<file path="config.mk">
export PLATFORM = sky130hd
export DESIGN_NAME = fc_layer_sequencer_flat
export DESIGN_NICKNAME = d
export VERILOG_FILES = /design/src/rtl/fc_layer_sequencer_pkg.sv /design/src/rtl/fc_layer_sequencer_if.sv /design/src/rtl/fc_layer_sequencer_mac.sv /design/src/rtl/fc_layer_sequencer.sv /design/src/flat_wrapper.sv
export SDC_FILE = /design/constraint.sdc
export NUM_CORES = 1
export LEC_CHECK = 0
export ABC_AREA = 0
export CORE_MARGIN = 2
export CORE_UTILIZATION = 60
export DETAILED_ROUTE_END_ITERATION = 8
export PLACE_DENSITY = 0.82
export SETUP_SLACK_MARGIN = 0.4
export SLEW_MARGIN = 20
export SYNTH_ARGS = -nofsm -noshare
export SYNTH_HDL_FRONTEND = slang
export SYNTH_SLANG_ARGS = --single-unit
</file>
<file path="constraint.sdc">
create_clock -name clk -period 30 [get_ports clk]
set_input_delay 7.5 -clock clk [delete_from_list [all_inputs] [get_ports clk]]
set_output_delay 7.5 -clock clk [all_outputs]
set_load 0.05 [all_outputs]
</file>
<file path="src/rtl/fc_layer_sequencer_pkg.sv">
// Shared types and fixed-point helpers for the fully-connected layer sequencer.
package fc_pkg;

  typedef enum logic [2:0] {
    ST_IDLE  = 3'd0,
    ST_CLEAR = 3'd1,
    ST_MAC   = 3'd2,
    ST_DRAIN = 3'd3,
    ST_WRITE = 3'd4,
    ST_DONE  = 3'd5
  } fc_state_e;

  // Counter/address width that never collapses to zero bits for size-1 layers.
  function automatic int clog2_min1(input int n);
    if (n > 32'sd1) return $clog2(n);
    else            return 32'sd1;
  endfunction

  // Largest value representable in a signed value of 'size' bits.
  function automatic logic signed [63:0] sat_max(input int size);
    return (64'sd1 <<< (size - 32'sd1)) - 64'sd1;
  endfunction

  // Smallest value representable in a signed value of 'size' bits.
  function automatic logic signed [63:0] sat_min(input int size);
    return 64'sd0 - (64'sd1 <<< (size - 32'sd1));
  endfunction

  // Drop the fractional product bits, then clamp into the value range.
  function automatic logic signed [63:0] sat_shift(input logic signed [63:0] acc,
                                                   input int frac, input int size);
    logic signed [63:0] sh;
    sh = acc >>> frac;
    if (sh > sat_max(size))      return sat_max(size);
    else if (sh < sat_min(size)) return sat_min(size);
    else                         return sh;
  endfunction

endpackage

</file>
<file path="src/rtl/fc_layer_sequencer_if.sv">
// Bus between the sequencer (master) and its neuron layers / weight memory (slave).
interface fc_layer_sequencer_if
  import fc_pkg::*;
#(
  parameter int SIZE   = 16,
  parameter int IN_SZ  = 4,
  parameter int OUT_SZ = 2
);
  localparam int AW = clog2_min1(IN_SZ * OUT_SZ);

  logic                             start;
  logic                             busy;
  logic                             done;
  logic [0:IN_SZ-1][SIZE-1:0]       in_values;
  logic                             w_rd_en;
  logic [AW-1:0]                    w_rd_addr;
  logic [SIZE-1:0]                  w_rd_data;
  logic                             layer_clear;
  logic                             load_en;
  logic [SIZE-1:0]                  load_address;
  logic [SIZE-1:0]                  load_value;

  modport master (
    input  start, in_values, w_rd_data,
    output busy, done, w_rd_en, w_rd_addr, layer_clear, load_en, load_address, load_value
  );

  modport slave (
    output start, in_values, w_rd_data,
    input  busy, done, w_rd_en, w_rd_addr, layer_clear, load_en, load_address, load_value
  );
endinterface

</file>
<file path="src/rtl/fc_layer_sequencer_mac.sv">
// Signed multiply-accumulate with clear; exposes the activated result of the
// next accumulator value so the sequencer can register it on the WRITE entry.
import fc_pkg::*;

module fc_mac_unit #(
  parameter int SIZE     = 16,
  parameter int FRAC     = 8,
  parameter int ACC_W    = 40,
  parameter int ACT_RELU = 1
) (
  input  logic                   clk,
  input  logic                   reset,
  input  logic                   clear_i,
  input  logic                   acc_en_i,
  input  logic signed [SIZE-1:0] a_i,
  input  logic signed [SIZE-1:0] b_i,
  output logic signed [SIZE-1:0] result_o
);
  logic signed [ACC_W-1:0]  acc_q;
  logic signed [ACC_W-1:0]  acc_d;
  logic signed [2*SIZE-1:0] prod_s;
  logic signed [SIZE-1:0]   sat_s;

  // Full-precision product and next accumulator value (clear wins over accumulate).
  always_comb begin
    prod_s = (2*SIZE)'(a_i) * (2*SIZE)'(b_i);
    if (clear_i)       acc_d = {ACC_W{1'b0}};
    else if (acc_en_i) acc_d = acc_q + ACC_W'(prod_s);
    else               acc_d = acc_q;
  end

  // Rescale, saturate and optionally rectify the next accumulator value.
  always_comb begin
    sat_s = SIZE'(sat_shift(64'(acc_d), FRAC, SIZE));
    if ((ACT_RELU != 32'sd0) && sat_s[SIZE-1]) result_o = {SIZE{1'b0}};
    else                                       result_o = sat_s;
  end

  // Accumulator register.
  always_ff @(posedge clk) begin
    if (reset) acc_q <= {ACC_W{1'b0}};
    else       acc_q <= acc_d;
  end
endmodule

</file>
<file path="src/rtl/fc_layer_sequencer.sv">
// Fully-connected layer sequencer: streams weights, accumulates one output
// neuron at a time and writes each activated result into the output layer.
// All outputs are registered from next-state decode so they line up with the state.
import fc_pkg::*;

module fc_layer_sequencer #(
  parameter int SIZE     = 16,
  parameter int IN_SZ    = 4,
  parameter int OUT_SZ   = 2,
  parameter int FRAC     = 8,
  parameter int ACC_W    = 40,
  parameter int ACT_RELU = 1
) (
  input  logic                 clk,
  input  logic                 reset,
  fc_layer_sequencer_if.master bus
);
  localparam int IW = clog2_min1(IN_SZ);
  localparam int JW = clog2_min1(OUT_SZ);
  localparam int AW = clog2_min1(IN_SZ * OUT_SZ);

  fc_state_e              state_q, state_d;
  logic [IW-1:0]          i_q, i_d, rd_idx_q;
  logic [JW-1:0]          j_q, j_d;
  logic                   rd_vld_q;
  logic [AW-1:0]          addr_s;
  logic                   mac_clear_s;
  logic signed [SIZE-1:0] result_s;

  logic                   busy_q, done_q, layer_clear_q, w_rd_en_q, load_en_q;
  logic [AW-1:0]          w_rd_addr_q;
  logic [SIZE-1:0]        load_address_q, load_value_q;

  assign bus.busy         = busy_q;
  assign bus.done         = done_q;
  assign bus.layer_clear  = layer_clear_q;
  assign bus.w_rd_en      = w_rd_en_q;
  assign bus.w_rd_addr    = w_rd_addr_q;
  assign bus.load_en      = load_en_q;
  assign bus.load_address = load_address_q;
  assign bus.load_value   = load_value_q;

  // Next state and loop counters; counters leave their range only through state exit.
  always_comb begin
    state_d = state_q;
    i_d     = i_q;
    j_d     = j_q;
    case (state_q)
      ST_IDLE: begin
        if (bus.start) state_d = ST_CLEAR;
        else           state_d = ST_IDLE;
      end
      ST_CLEAR: begin
        i_d     = {IW{1'b0}};
        j_d     = {JW{1'b0}};
        state_d = ST_MAC;
      end
      ST_MAC: begin
        if (i_q == IW'(IN_SZ - 1)) state_d = ST_DRAIN;
        else                       i_d = i_q + IW'(1);
      end
      ST_DRAIN: state_d = ST_WRITE;
      ST_WRITE: begin
        i_d = {IW{1'b0}};
        if (j_q == JW'(OUT_SZ - 1)) begin
          state_d = ST_DONE;
        end else begin
          j_d     = j_q + JW'(1);
          state_d = ST_MAC;
        end
      end
      ST_DONE: state_d = ST_IDLE;
      default: state_d = ST_IDLE;
    endcase
  end

  // Weight address of the read issued next cycle, and accumulator clear points.
  always_comb begin
    addr_s      = AW'(j_d) * AW'(IN_SZ) + AW'(i_d);
    mac_clear_s = (state_q == ST_CLEAR) || (state_q == ST_WRITE);
  end

  fc_mac_unit #(
    .SIZE(SIZE), .FRAC(FRAC), .ACC_W(ACC_W), .ACT_RELU(ACT_RELU)
  ) u_mac (
    .clk      (clk),
    .reset    (reset),
    .clear_i  (mac_clear_s),
    .acc_en_i (rd_vld_q),
    .a_i      (bus.in_values[rd_idx_q]),
    .b_i      (bus.w_rd_data),
    .result_o (result_s)
  );

  // State, counters, read-return tracking and registered outputs.
  always_ff @(posedge clk) begin
    if (reset) begin
      state_q        <= ST_IDLE;
      i_q            <= {IW{1'b0}};
      j_q            <= {JW{1'b0}};
      rd_idx_q       <= {IW{1'b0}};
      rd_vld_q       <= 1'b0;
      busy_q         <= 1'b0;
      done_q         <= 1'b0;
      layer_clear_q  <= 1'b0;
      w_rd_en_q      <= 1'b0;
      w_rd_addr_q    <= {AW{1'b0}};
      load_en_q      <= 1'b0;
      load_address_q <= {SIZE{1'b0}};
      load_value_q   <= {SIZE{1'b0}};
    end else begin
      state_q        <= state_d;
      i_q            <= i_d;
      j_q            <= j_d;
      // The weight for the read issued this cycle returns next cycle.
      rd_idx_q       <= i_q;
      rd_vld_q       <= (state_q == ST_MAC);
      busy_q         <= (state_d != ST_IDLE);
      done_q         <= (state_d == ST_DONE);
      layer_clear_q  <= (state_d == ST_CLEAR);
      w_rd_en_q      <= (state_d == ST_MAC);
      w_rd_addr_q    <= (state_d == ST_MAC) ? addr_s : {AW{1'b0}};
      load_en_q      <= (state_d == ST_WRITE);
      load_address_q <= (state_d == ST_WRITE) ? SIZE'(j_q) : {SIZE{1'b0}};
      load_value_q   <= (state_d == ST_WRITE) ? result_s : {SIZE{1'b0}};
    end
  end
endmodule

</file>
<file path="src/flat_wrapper.sv">
// flat-port wrapper written by rule: the top's interface ports become plain ports
module fc_layer_sequencer_flat 
#(
  parameter int SIZE     = 16,
  parameter int IN_SZ    = 4,
  parameter int OUT_SZ   = 2,
  parameter int FRAC     = 8,
  parameter int ACC_W    = 40,
  parameter int ACT_RELU = 1
)
  (clk, reset, bus_start, bus_in_values, bus_w_rd_data, bus_busy, bus_done, bus_w_rd_en, bus_w_rd_addr, bus_layer_clear, bus_load_en, bus_load_address, bus_load_value);
  fc_layer_sequencer_if #(.SIZE(SIZE), .IN_SZ(IN_SZ), .OUT_SZ(OUT_SZ)) bus_i ();
  input  logic clk;
  input  logic reset;
  input wire logic [$bits(bus_i.start)-1:0] bus_start;
  input wire logic [$bits(bus_i.in_values)-1:0] bus_in_values;
  input wire logic [$bits(bus_i.w_rd_data)-1:0] bus_w_rd_data;
  output wire logic [$bits(bus_i.busy)-1:0] bus_busy;
  output wire logic [$bits(bus_i.done)-1:0] bus_done;
  output wire logic [$bits(bus_i.w_rd_en)-1:0] bus_w_rd_en;
  output wire logic [$bits(bus_i.w_rd_addr)-1:0] bus_w_rd_addr;
  output wire logic [$bits(bus_i.layer_clear)-1:0] bus_layer_clear;
  output wire logic [$bits(bus_i.load_en)-1:0] bus_load_en;
  output wire logic [$bits(bus_i.load_address)-1:0] bus_load_address;
  output wire logic [$bits(bus_i.load_value)-1:0] bus_load_value;
  assign bus_i.start = bus_start;
  assign bus_i.in_values = bus_in_values;
  assign bus_i.w_rd_data = bus_w_rd_data;
  assign bus_busy = bus_i.busy;
  assign bus_done = bus_i.done;
  assign bus_w_rd_en = bus_i.w_rd_en;
  assign bus_w_rd_addr = bus_i.w_rd_addr;
  assign bus_layer_clear = bus_i.layer_clear;
  assign bus_load_en = bus_i.load_en;
  assign bus_load_address = bus_i.load_address;
  assign bus_load_value = bus_i.load_value;
  fc_layer_sequencer #(.SIZE(SIZE), .IN_SZ(IN_SZ), .OUT_SZ(OUT_SZ), .FRAC(FRAC), .ACC_W(ACC_W), .ACT_RELU(ACT_RELU)) u_core (.clk(clk), .reset(reset), .bus(bus_i));
endmodule
</file>
# Word-level counts from Yosys, hierarchy flattened
# Index checks and enable logic that the tools add are counted.
dict set report word_totals {
  reg_bits 89
  input_bits 83
  output_inout_bits 40
  elab_cells 60
}
dict set report op_classes {
  n_addsub 4
  mul 1
  n_lt_le_gt_ge 3
  eq_ne 9
  mux 15
  bitwise 3
  n_reduce_logical 8
}
# cell count
set ops {}
lappend ops {{40-bit 2-to-1 mux} 2}
lappend ops {{16-bit 2-to-1 mux} 4}
lappend ops {{40-bit by 32-bit adder with 40-bit output} 1}
lappend ops {{16-bit binary-select mux with 2-bit select} 1}
lappend ops {{32-bit by 16-bit > comparator with 1-bit output, second input constant} 1}
lappend ops {{32-bit by 16-bit < comparator with 1-bit output, second input constant} 1}
lappend ops {{16-bit by 16-bit multiplier with 32-bit output} 1}
lappend ops {{3-bit one-hot mux with 5 select lines} 1}
lappend ops {{3-bit by 2-bit == test with 1-bit output, second input constant} 3}
lappend ops {{3-bit == test, second input constant} 3}
lappend ops {{2-bit OR reduction} 4}
lappend ops {{3-bit by 1-bit == test with 1-bit output, second input constant} 2}
lappend ops {{3-bit 2-to-1 mux} 2}
lappend ops {{2-bit one-hot mux with 2 select lines} 1}
lappend ops {{3-bit by 2-bit adder with 3-bit output} 1}
lappend ops {{3-bit >= comparator, second input constant} 1}
lappend ops {{3-bit logical NOT} 1}
lappend ops {{2-bit inverter with 3-bit output} 1}
lappend ops {{3-bit nonzero test} 1}
lappend ops {{3-bit OR reduction} 1}
lappend ops {{2-bit by 1-bit adder with 2-bit output, second input constant} 1}
lappend ops {{2-bit == test, second input constant} 1}
lappend ops {{1-bit 2-to-1 mux} 2}
lappend ops {{2-bit 2-to-1 mux} 1}
lappend ops {{other kinds (4)} 5}

# Logic depth before layout (Yosys ltp)
dict set report depth {
  ltp_word 12
  mapped_depth 30
  ltp_nobuf 27
}

# Hierarchy
# From an unflattened synthesis, not the netlist that was laid out.
dict set report hier_totals {
  hier_cells 1754
  hier_area_um2 16170.5
}
# mod instances cells_per_inst area_per_inst_um2 seq_area_each_um2
set modules_own_cells {}
lappend modules_own_cells {fc_mac_unit 1 1614 14566.5 800.8}
lappend modules_own_cells {fc_layer_sequencer 1 140 1604.0 680.7}

# Worst setup path before layout
# No wires, ideal clock.
dict set report synth_path {
  path_kind {input to register}
  start {input bus_in_values[15]}
  end {register u_core.load_value_q[10] (netlist: u_core.bus.load_value[10])}
  setup_ns 0.117
  arrival_ns 14.609
  required_time_ns 29.883
  path_slack_ns 15.274
  path_stages 25
  path_buffers 2
  path_cell_list {mux4_2 > clkbuf_1 > nand2_1 > inv_1 > fa_1 > fa_1 > inv_1 > fa_1 > inv_1 > fa_1 > fa_1 > inv_1 > fa_1 > inv_1 > ha_1 > a21oi_1 > o21ai_0 > o31a_1 > o41a_1 > o41ai_1 > or4b_1 > nor4_2 > a311o_1 > buf_6 > a21oi_1}
}
dict set report synth_via {
  elab_chain_cells 11
  word_cells_on_any_way 12
  cone_classes {add/sub (1); mul (1); order compare (2); mux (7); reduce/logical (1)}
}
# item line
set synth_lines {}
lappend synth_lines {{start: declaration} flat_wrapper.sv:16} ;# input wire logic [$bits(bus_i.in_values)-1:0] bus_in_values;
lappend synth_lines {{16-bit binary-select mux with 2-bit select (*)} fc_layer_sequencer.sv:90} ;# .a_i (bus.in_values[rd_idx_q]),
lappend synth_lines {{16-bit 2-to-1 mux (implied by the code) (*) (2 in series)} fc_layer_sequencer.sv:90}
lappend synth_lines {{16-bit by 16-bit multiplier with 32-bit output (*)} fc_layer_sequencer_mac.sv:26} ;# prod_s = (2*SIZE)'(a_i) * (2*SIZE)'(b_i);
lappend synth_lines {{40-bit by 32-bit adder with 40-bit output (*)} fc_layer_sequencer_mac.sv:28} ;# else if (acc_en_i) acc_d = acc_q + ACC_W'(prod_s);
lappend synth_lines {{40-bit 2-to-1 mux (*)} fc_layer_sequencer_mac.sv:28}
lappend synth_lines {{40-bit 2-to-1 mux (*)} fc_layer_sequencer_mac.sv:27} ;# if (clear_i) acc_d = {ACC_W{1'b0}};
lappend synth_lines {{32-bit by 16-bit < comparator with 1-bit output} fc_layer_sequencer_pkg.sv:35} ;# else if (sh < sat_min(size)) return sat_min(size);
lappend synth_lines {{16-bit 2-to-1 mux} fc_layer_sequencer_pkg.sv:35}
lappend synth_lines {{16-bit 2-to-1 mux (*)} fc_layer_sequencer_pkg.sv:34} ;# if (sh > sat_max(size)) return sat_max(size);
lappend synth_lines {{3-bit OR reduction (no source line)} n/a}
lappend synth_lines {{end signal: assignment} fc_layer_sequencer.sv:110} ;# load_value_q <= {SIZE{1'b0}};
lappend synth_lines {{end signal: assignment} fc_layer_sequencer.sv:125} ;# load_value_q <= (state_d == ST_WRITE) ? result_s : {SIZE{1'b0}};
lappend synth_lines {{end: declaration} fc_layer_sequencer.sv:32} ;# logic [SIZE-1:0] load_address_q, load_value_q;
# Mark *: on every way between the ends. The rest lies on a longest branch, timed or not. The select of a mux whose other input is x is not followed.
# A chain may end at the register's enable or synchronous reset.

# Worst setup path in the final report
dict set report layout_path {
  start {input bus_in_values[47]}
  end {register u_core.load_value_q[12] (netlist: u_core.bus.load_value[12])}
}
# Same word-level chain as after synthesis.

==> impl_metrics.json <==
{
  "place_congestion": 0.917,
  "synth_top_family_by_area": "adder cells",
  "drt_iter0_markers": 685,
  "synth_compound_area_share_pct": 6.95,
  "wl_mm": 37.2,
  "clock_path_buffers": 2,
  "ant_nets": 0,
  "yosysSeqAreaShare_pct": 9.21,
  "num_vias": 11927,
  "crit_fanout": 16,
  "fp.coreArea_sq_um": 26000,
  "clkSlewWorstSetupHoldPaths_ps": 60,
  "die_area_sq_um": 27800,
  "fp-row-count": 59,
  "cp_data_arrival_time_ps": 16040,
  "boundaryPins": 123,
  "area_delta_synth_final_pct": 9.38,
  "synth_fa_ha_area_share_pct": 50.7,
  "overflow": 0,
  "die_h_um": 167,
  "cts_tree": "yes",
  "fin_setup_tns_ps": 0,
  "fp.dieW_um": 167,
  "skew_ps": 8.86,
  "hold_buffers": 0,
  "syn_area_per_cell_sq_um": 9.02,
  "synth_edf_count": 0,
  "cts_sinks": 73,
  "hold-worst-slack_ps": 503,
  "max_freq_ghz": 0.0631,
  "period_share_pct": 52.8,
  "firstDrtPassIters": 5,
  "yosys_warnings": 0,
  "portBuffers": 106,
  "ys_seq_elements": 73,
  "hold_viol": 0,
  "clkLatencyLatePin_ps": 340,
  "synthXorXnorAreaFrac_pct": 1.88,
  "required_ps": 30190,
  "status": "finished, final reports clean",
  "htreeDepth": 3,
  "fin_crit_ps": 15850,
  "ctsResizeCount": 0,
  "grt_pass1_wl_mm": 64.6,
  "synth_top_area_cell": "fa_1",
  "layout.nets": 2344,
  "slew_headroom_pct": 39.0,
  "synthesis.area_sq_um": 15900,
  "ys_async_sr_fraction_pct": 0,
  "cts_setup_buffers": 0,
  "synth.most_common_cell": "inv_1",
  "muxShareOfSynthArea_pct": 3.62,
  "worstSetupEndpointType": "register",
  "synth-simple-area-share_pct": 15.2,
  "cts_buffers": 9,
  "crit_type": "in2reg",
  "post_drt_wl_per_cell_um": 17.2,
  "root_buffer": "clkbuf_16",
  "initial_core_util_pct": 61.1,
  "drive_gt1_share_pct": 3.24,
  "worst_slew_pin_slew_ps": 913,
  "diodes": 0,
  "dp_hpwl_mm": 31.7,
  "avgViaCountPerCell": 5.53,
  "rsz0062_at_grt": "false",
  "finalInstanceArea_sq_um": 17400,
  "hp-class": "reg2reg",
  "synth_cell_types": 68,
  "maxCapViolations": 0,
  "drc": 0,
  "grt_util_all_layers_pct": 28.4,
  "grt_pass1_vias": 13151,
  "synth_common_cells": "inv_1 (423), fa_1 (330), nand2_1 (177), and2_1 (122), ha_1 (115)",
  "antenna_found_initial": 0,
  "synthFlopType": "dfxtp_1",
  "synthCells": 1759,
  "yosys-top-cells-area": "fa_1 (42%), inv_1 (10%), dfxtp_1 (9.2%), ha_1 (9.1%), and2_1 (4.8%)",
  "start_kind": "input port",
  "grt_max_degree": 42,
  "drv_slew": 0,
  "finalSetupViolCount": 0,
  "place_area_sq_um": 17100,
  "synth_top_cell_area_share_pct": 41.6
}
kinds of logic after synthesis:
group,after synthesis
compound gates,173
xor+xnor,34
fa+ha+maj,445
buf+inv,504
flops,73
mux,37
other cells,1
simple gates,492
per-layer routing:
metal	vias to the layer above	GRT usage (%)	share of wire, %
met5	-	0	0
met4	0	7.16	2.0
met3	60	3.26	5.7
met2	394	47.8	48
met1	6034	39.7	44
li1	5439	-	-
registers in the layout (all words and copies together) (netlist names), 2 cells and up:
| signal | flops |
|---|---|
| u_core.u_mac.acc_q | 40 |
| u_core.bus.load_value | 15 |
| u_core.bus.w_rd_addr | 3 |
| u_core.i_q | 2 |
| u_core.rd_idx_q | 2 |
| u_core.state_q | 3 |
path summary, 6_finish.rpt:
| kind | start | to | slack, ps | cells after the start |
|---|---|---|---|---|
| worst max-delay path | bus_in_values[47] | u_core.bus.load_value[12] | 14150 | 24 |
| worst min-delay path | u_core.u_mac.acc_q[0] | u_core.u_mac.acc_q[0] | 500 | 2 |
| worst max register to register | u_core.rd_idx_q[0] | u_core.bus.load_value[12] | 20940 | 23 |
| worst min register to register | u_core.u_mac.acc_q[0] | u_core.u_mac.acc_q[0] | 500 | 2 |
cells in the final DEF, fill, tap and decap left out, types with 5 or more instances in the layout:
| cell type | count |
|---|---|
| o21bai_1 | 5 |
| nand4_1 | 11 |
| ha_1 | 115 |
| buf_4 | 6 |
| nand2_1 | 177 |
| o211ai_1 | 8 |
| mux2i_1 | 18 |
| clkbuf_16 | 9 |
| nor2b_1 | 14 |
| xor2_1 | 9 |
| conb_1 | 16 |
| nor3_1 | 19 |
| inv_1 | 423 |
| a21oi_1 | 67 |
| or2_2 | 5 |
| dfxtp_1 | 71 |
| mux4_2 | 16 |
| a21o_1 | 5 |
| nor2_1 | 88 |
| a311oi_1 | 5 |
| a31oi_1 | 8 |
| xnor2_1 | 25 |
| and2_1 | 122 |
| nand3_1 | 10 |
| a211oi_1 | 8 |
| clkdlybuf4s50_1 | 106 |
| and3_1 | 10 |
| fa_1 | 330 |
| nand2b_1 | 15 |
| o21ai_0 | 31 |
critical path: stages:
cell             delay (ps)
clkdlybuf4s50_1         420
mux4_2                  660
nand2_1                 230
inv_1                   120
fa_1                    670
fa_1                    550
inv_1                    50
fa_1                    510
inv_1                    60
fa_1                    500
fa_1                    500
inv_1                    50
fa_1                    490
inv_1                    50
ha_1                    360
a21oi_1                 280
o21ai_0                 200
o31a_1                  400
o41a_1                  510
o41ai_1                 510
or4b_1                  490
nor4_2                  310
a311o_1                 470
a21oi_1                 140
layout make-up:
cell class              instances  area, sq um
clock buffers                  13          250
clock inverters                 3         26.3
fillers                      2069         8630
inverters                     423         1590
multi-input cells            1197        12500
flip-flops and latches         73         1460
well taps                     335          419
repair buffers                112         1110
per-stage QoR:
stage / utilization [%] / setup slack, ps / instances
detailed placement: 65.7 / 13920 / 2140
floorplan: - / 15270 / 1774
finish: 66.8 / 14150 / 2156
global placement: 65.7 / 14180 / 2140
global route: 66.8 / 13680 / 2156
CTS: 66.8 / 14230 / 2156
Power is not shown: default switching activity piles up to over one toggle a cycle in this logic, so the estimate is an artifact.
